==> src/rtl/sample_stream_pkg.sv <==
// rtl/sample_stream_pkg.sv - shared mode type, widths and parameter checks for the sample stream FIFO
package sample_stream_pkg;

  typedef enum logic [0:0] {
    STREAM_MODE_BACKPRESSURE = 1'b0,
    STREAM_MODE_DROP         = 1'b1
  } stream_mode_e;

  localparam int DROP_COUNT_WIDTH = 8;

  function automatic bit is_pow2(input int value);
    return (value >= 2) && ((value & (value - 1)) == 0);
  endfunction

endpackage

==> src/rtl/sample_stream_ram.sv <==
// rtl/sample_stream_ram.sv - DEPTH x DATA_WIDTH register array, synchronous write, asynchronous read
module sample_stream_ram #(
  parameter int DATA_WIDTH = 8,
  parameter int DEPTH      = 4,
  localparam int AW        = $clog2(DEPTH)
) (
  input  logic                  i_clk,
  input  logic                  i_wr_en,
  input  logic [AW-1:0]         i_wr_addr,
  input  logic [DATA_WIDTH-1:0] i_wr_data,
  input  logic [AW-1:0]         i_rd_addr,
  output logic [DATA_WIDTH-1:0] o_rd_data
);

  logic [DATA_WIDTH-1:0] r_mem [DEPTH];

  always_ff @(posedge i_clk) begin
    if (i_wr_en) begin
      r_mem[i_wr_addr] <= i_wr_data;
    end
  end

  assign o_rd_data = r_mem[i_rd_addr];

endmodule

==> src/rtl/sample_stream_fifo.sv <==
// rtl/sample_stream_fifo.sv - valid/ready stream FIFO with occupancy, almost-full and drop-on-full counting
module sample_stream_fifo
  import sample_stream_pkg::*;
#(
  parameter int DATA_WIDTH        = 8,
  parameter int DEPTH             = 4,
  parameter int ALMOST_FULL_LEVEL = DEPTH - 1,
  parameter int MODE              = 0
) (
  input  logic                        clk,
  input  logic                        rst,
  input  logic                        stream_in_valid,
  output logic                        stream_in_ready,
  input  logic [DATA_WIDTH-1:0]       stream_in_data,
  output logic                        stream_out_valid,
  input  logic                        stream_out_ready,
  output logic [DATA_WIDTH-1:0]       stream_out_data,
  output logic [$clog2(DEPTH+1)-1:0]  level,
  output logic                        almost_full,
  output logic [DROP_COUNT_WIDTH-1:0] drop_count
);

  localparam int AW = $clog2(DEPTH);
  localparam int LW = $clog2(DEPTH + 1);
  localparam bit DROP_MODE = (MODE == int'(STREAM_MODE_DROP));

  if (!is_pow2(DEPTH)) begin : g_bad_depth
    $error("sample_stream_fifo: DEPTH must be a power of two >= 2");
  end
  if (ALMOST_FULL_LEVEL < 1 || ALMOST_FULL_LEVEL > DEPTH) begin : g_bad_afl
    $error("sample_stream_fifo: ALMOST_FULL_LEVEL must lie in 1..DEPTH");
  end
  if (MODE != int'(STREAM_MODE_BACKPRESSURE) && MODE != int'(STREAM_MODE_DROP)) begin : g_bad_mode
    $error("sample_stream_fifo: MODE must be 0 or 1");
  end

  logic [AW-1:0]               r_wr_ptr;
  logic [AW-1:0]               r_rd_ptr;
  logic [LW-1:0]               r_level;
  logic [DROP_COUNT_WIDTH-1:0] r_drop_count;

  logic                  w_full;
  logic                  w_empty;
  logic                  w_in_ready;
  logic                  w_accept;
  logic                  w_pop;
  logic                  w_store;
  logic                  w_drop;
  logic [DATA_WIDTH-1:0] w_rd_data;

  assign w_full  = (r_level == LW'(DEPTH));
  assign w_empty = (r_level == '0);

  // In drop mode ready never depends on occupancy; overflow is resolved after acceptance.
  assign w_in_ready = !rst && (DROP_MODE || !w_full);
  assign w_accept   = stream_in_valid && w_in_ready;
  assign w_pop      = stream_out_ready && !w_empty && !rst;
  assign w_store    = w_accept && (!w_full || w_pop);
  assign w_drop     = w_accept && w_full && !w_pop;

  always_ff @(posedge clk) begin
    if (rst) begin
      r_wr_ptr     <= '0;
      r_rd_ptr     <= '0;
      r_level      <= '0;
      r_drop_count <= '0;
    end else begin
      if (w_store) begin
        r_wr_ptr <= r_wr_ptr + AW'(1);
      end
      if (w_pop) begin
        r_rd_ptr <= r_rd_ptr + AW'(1);
      end
      r_level <= r_level + LW'(w_store) - LW'(w_pop);
      if (w_drop && (r_drop_count != '1)) begin
        r_drop_count <= r_drop_count + DROP_COUNT_WIDTH'(1);
      end
    end
  end

  sample_stream_ram #(
    .DATA_WIDTH (DATA_WIDTH),
    .DEPTH      (DEPTH)
  ) u_ram (
    .i_clk     (clk),
    .i_wr_en   (w_store),
    .i_wr_addr (r_wr_ptr),
    .i_wr_data (stream_in_data),
    .i_rd_addr (r_rd_ptr),
    .o_rd_data (w_rd_data)
  );

  assign stream_in_ready  = w_in_ready;
  assign stream_out_valid = !w_empty;
  assign stream_out_data  = w_empty ? '0 : w_rd_data;
  assign level            = r_level;
  assign almost_full      = (r_level >= LW'(ALMOST_FULL_LEVEL));
  assign drop_count       = r_drop_count;

endmodule

==> config.mk <==
export PLATFORM = sky130hd
export DESIGN_NAME = sample_stream_fifo
export DESIGN_NICKNAME = d
export VERILOG_FILES = /design/src/rtl/sample_stream_pkg.sv /design/src/rtl/sample_stream_ram.sv /design/src/rtl/sample_stream_fifo.sv
export SDC_FILE = /design/constraint.sdc
export NUM_CORES = 1
export LEC_CHECK = 0
export ABC_CLOCK_PERIOD_IN_PS = 2300
export BUFFER_PORTS_ARGS = -buffer_cell sky130_fd_sc_hd__buf_2
export CAP_MARGIN = 20
export CORE_AREA = 4 4 70 72
export DETAILED_ROUTE_END_ITERATION = 8
export DIE_AREA = 0 0 74 76
export PLACE_DENSITY = 0.75
export SETUP_SLACK_MARGIN = 0.2
export SLEW_MARGIN = 20
export SYNTH_ARGS = -nofsm -noshare
export SYNTH_HDL_FRONTEND = slang
export SYNTH_SLANG_ARGS = --single-unit
==> constraint.sdc <==
create_clock -name clk -period 2.3 [get_ports clk]
set_clock_uncertainty 0.1 [all_clocks]
set_input_delay 0.46 -clock clk [delete_from_list [all_inputs] [get_ports clk]]
set_output_delay 0.46 -clock clk [all_outputs]
set_load 0.005 [all_outputs]
==> flow_metrics.py <==
metrics = {
    "outcome": {
        "status": "completed",
    },
    "global_routing": {
        "grt_pass1_wl_mm": 5.20,
        "grt_overflow": 0,
        "grt_max_degree": 18,
        "grt_pass1_vias": 1069,
        "antenna_found_initial": 0,
        "track_usage_pct": 12.3,
    },
    "detailed_routing": {
        "ant_nets": 0,
        "drt-total-wl_mm": 3.26,
        "vias_per_cell": 4.76,
        "drt-pass1-iter-count": 4,
        "via_count": 1018,
        "routedWlPerCell_um": 15.2,
        "drc": 0,
        "drtIter0Drc": 104,
    },
    "placement": {
        "dpl.hpwl_mm": 2.34,
        "placed_area_um2": 2180,
        "place_ws_ns": 0.161,
        "gp_congestion": 0.700,
        "portBuffers": 33,
    },
    "cts": {
        "cts-buffers-inserted": 5,
        "clock_sinks": 49,
        "htreeDepth": 2,
        "clk_path_buf_depth": 2,
        "cts-root-buf": "clkbuf_8",
        "cts_tree": "built",
        "postCtsHoldBufs": 0,
        "clkLatencyLatePin_ns": 0.29,
        "clkTransAtPathRegs_ns": 0.09,
    },
    "power": {
        "powerDensity_nw_per_um2": 996,
        "power.leakage_uw": 0.000913,
        "vdd_drop_max_uv": 591,
    },
    "setup_path": {
        "arrival_ns": 1.53,
        "cp_max_fo": 8,
        "cp-start-kind": "flip-flop",
        "criticalPathCategory": "flip-flop to output port",
        "end_kind": "output port",
        "worstPathRequired_ns": 1.74,
    },
    "cells_and_area": {
        "post-route-util_pct": 54.2,
        "n_antenna_cell": 0,
        "drive_gt1_share_pct": 42.0,
        "final_area_um2": 2330,
        "layout.nets": 181,
        "syn_to_final_growth_pct": 19.4,
        "fill_cells": 354,
    },
    "run": {
        "cap_violations": 0,
    },
    "yosys": {
        "synth_cell_types": 29,
        "synth_top_area_share_pct": 49.3,
        "synth_largest_area_cell": "edfxtp_1",
        "synth_area_um2": 1950,
        "ys_warn_count": 0,
        "synth.area.top_cells": "edfxtp_1 (49%), dfxtp_1 (17%), mux4_2 (9.2%), nor2b_1 (5.1%), ha_1 (4.5%)",
        "syn_inst": 121,
        "syn_area_per_cell_um2": 16.1,
        "ys_seq_elements": 49,
        "synth_fp_nets": 141,
        "ys_seq_area_share_pct": 66.7,
    },
    "timing": {
        "slew_headroom_pct": 69.8,
        "setup_tns_ns": 0,
        "finalHoldViolCount": 0,
        "fmax_mhz": 479,
        "rsz0062_at_grt": "yes",
        "setup_viol": 0,
        "fin_ws_ns": 0.211,
        "worstMarginPinSlew_ns": 0.453,
        "fin_crit_sh_pct": 90.8,
        "layout_min_cycle_time_ns": 2.09,
        "slew_viol_final": 0,
        "hold_slack_ns": 0.279,
    },
    "floorplanning": {
        "ios": 34,
        "dieHeight_um": 76,
        "num_rows": 24,
        "dieArea_um2": 5620,
        "coreArea_um2": 4290,
        "die_x_um": 74,
        "initial_core_util_pct": 45.4,
    },
    "worst_hold_path": {
        "hp-class": "primary input to flip-flop",
    },
}
## per-stage QoR
stage | std cells | power [µW]
after global placement | 205 | 1680
after CTS | 213 | 2340
final | 214 | 2320
after detailed placement | 205 | 1710
after floorplan | 121 | 1510
after global routing | 214 | 2460
## state kept, by name, indices dropped and copies added, names as in the netlist, named ones only
name	count
drop_count	8
r_rd_ptr	2
level	3
r_wr_ptr	2
u_ram.r_mem	32
## synth_stat cells (all sizes together)
cell / count
nor3: 1
mux2: 1
and2: 4
nor2b: 18
inv: 8
xor2: 1
buf: 2
dfxtp: 17
nand2: 2
nor3b: 2
fa: 1
mux2i: 1
xnor2: 1
edfxtp: 32
nor2: 6
clkbuf: 3
nand2b: 1
or3: 1
mux4: 8
a21oi: 1
ha: 7
o21ai: 2
o31ai: 1
## placed cells by master, fill, tap and decap left out, types with 2 or more instances in the layout
cell / instances
buf_2: 33
edfxtp_1: 32
nor2b_1: 16
dfxtp_1: 13
inv_1: 8
mux4_2: 8
nor2_1: 6
ha_1: 6
clkbuf_8: 5
dfxtp_2: 4
buf_4: 4
nor2b_4: 2
and2_1: 2
o21ai_0: 2
nand2_1: 2
and2_2: 2
## cell type report
cell class	count	area, µm²	area share [%]
inverters	8	30.0	1.29
clock inverters	3	46.3	1.99
multi-input cells	59	597	25.6
clock buffers	5	68.8	2.96
repair buffers	38	215	9.24
well taps	52	65.1	2.79
flip-flops and latches	49	1310	56.1
## worst max-delay path: stages (launching register included)
cell	delay, ns
dfxtp_2	0.35
buf_12	0.13
mux4_2	0.49
nor2b_1	0.13
buf_2	0.13
## power by group
group	switching [µW]	total, µW	internal [µW]
registers	63.5	1090	1020
clock network	277	603	325
logic	288	629	341
total	629	2320	1690
## metal layers
metal / share of wire, % / global-route usage [%]
met1: 38 / 13.9
met2: 55 / 21.7
met3: 6.1 / 3.69
met4: 1.1 / 3.80
met5: 0 / 0
## cells by family after synthesis
family / count (synthesis) / share of synthesized area (%)
AO/OA/AOI/OAI: 4 / 1.15
AND/OR/NAND/NOR: 35 / 12.0
XOR/XNOR: 2 / 0.898
buffers and inverters: 13 / 3.21
multiplexers: 10 / 10.5
flip-flops: 49 / 66.7
adder cells (fa/ha/maj): 8 / 5.52
## what timing repair did
action	CTS	global route
setup buffers	0	1
pin swaps	0	1
endpoints found under the setup margin	9	10
resized for setup	7	1
## final timing paths
kind / start / to / slack, ns / cells past startpoint
max reg2reg: level[2]$_SDFF_PP0_ / level[1]$_SDFF_PP0_ / 0.22 / 8
min reg2reg: drop_count[6]$_SDFFE_PP0P_ / drop_count[6]$_SDFFE_PP0P_ / 0.37 / 1
max: flip-flop / stream_out_data[6] / 0.21 / 4
min: stream_in_data[7] / u_ram.r_mem[0][7]$_DFFE_PP_ / 0.28 / 1
(Power assumes the default switching activity.)
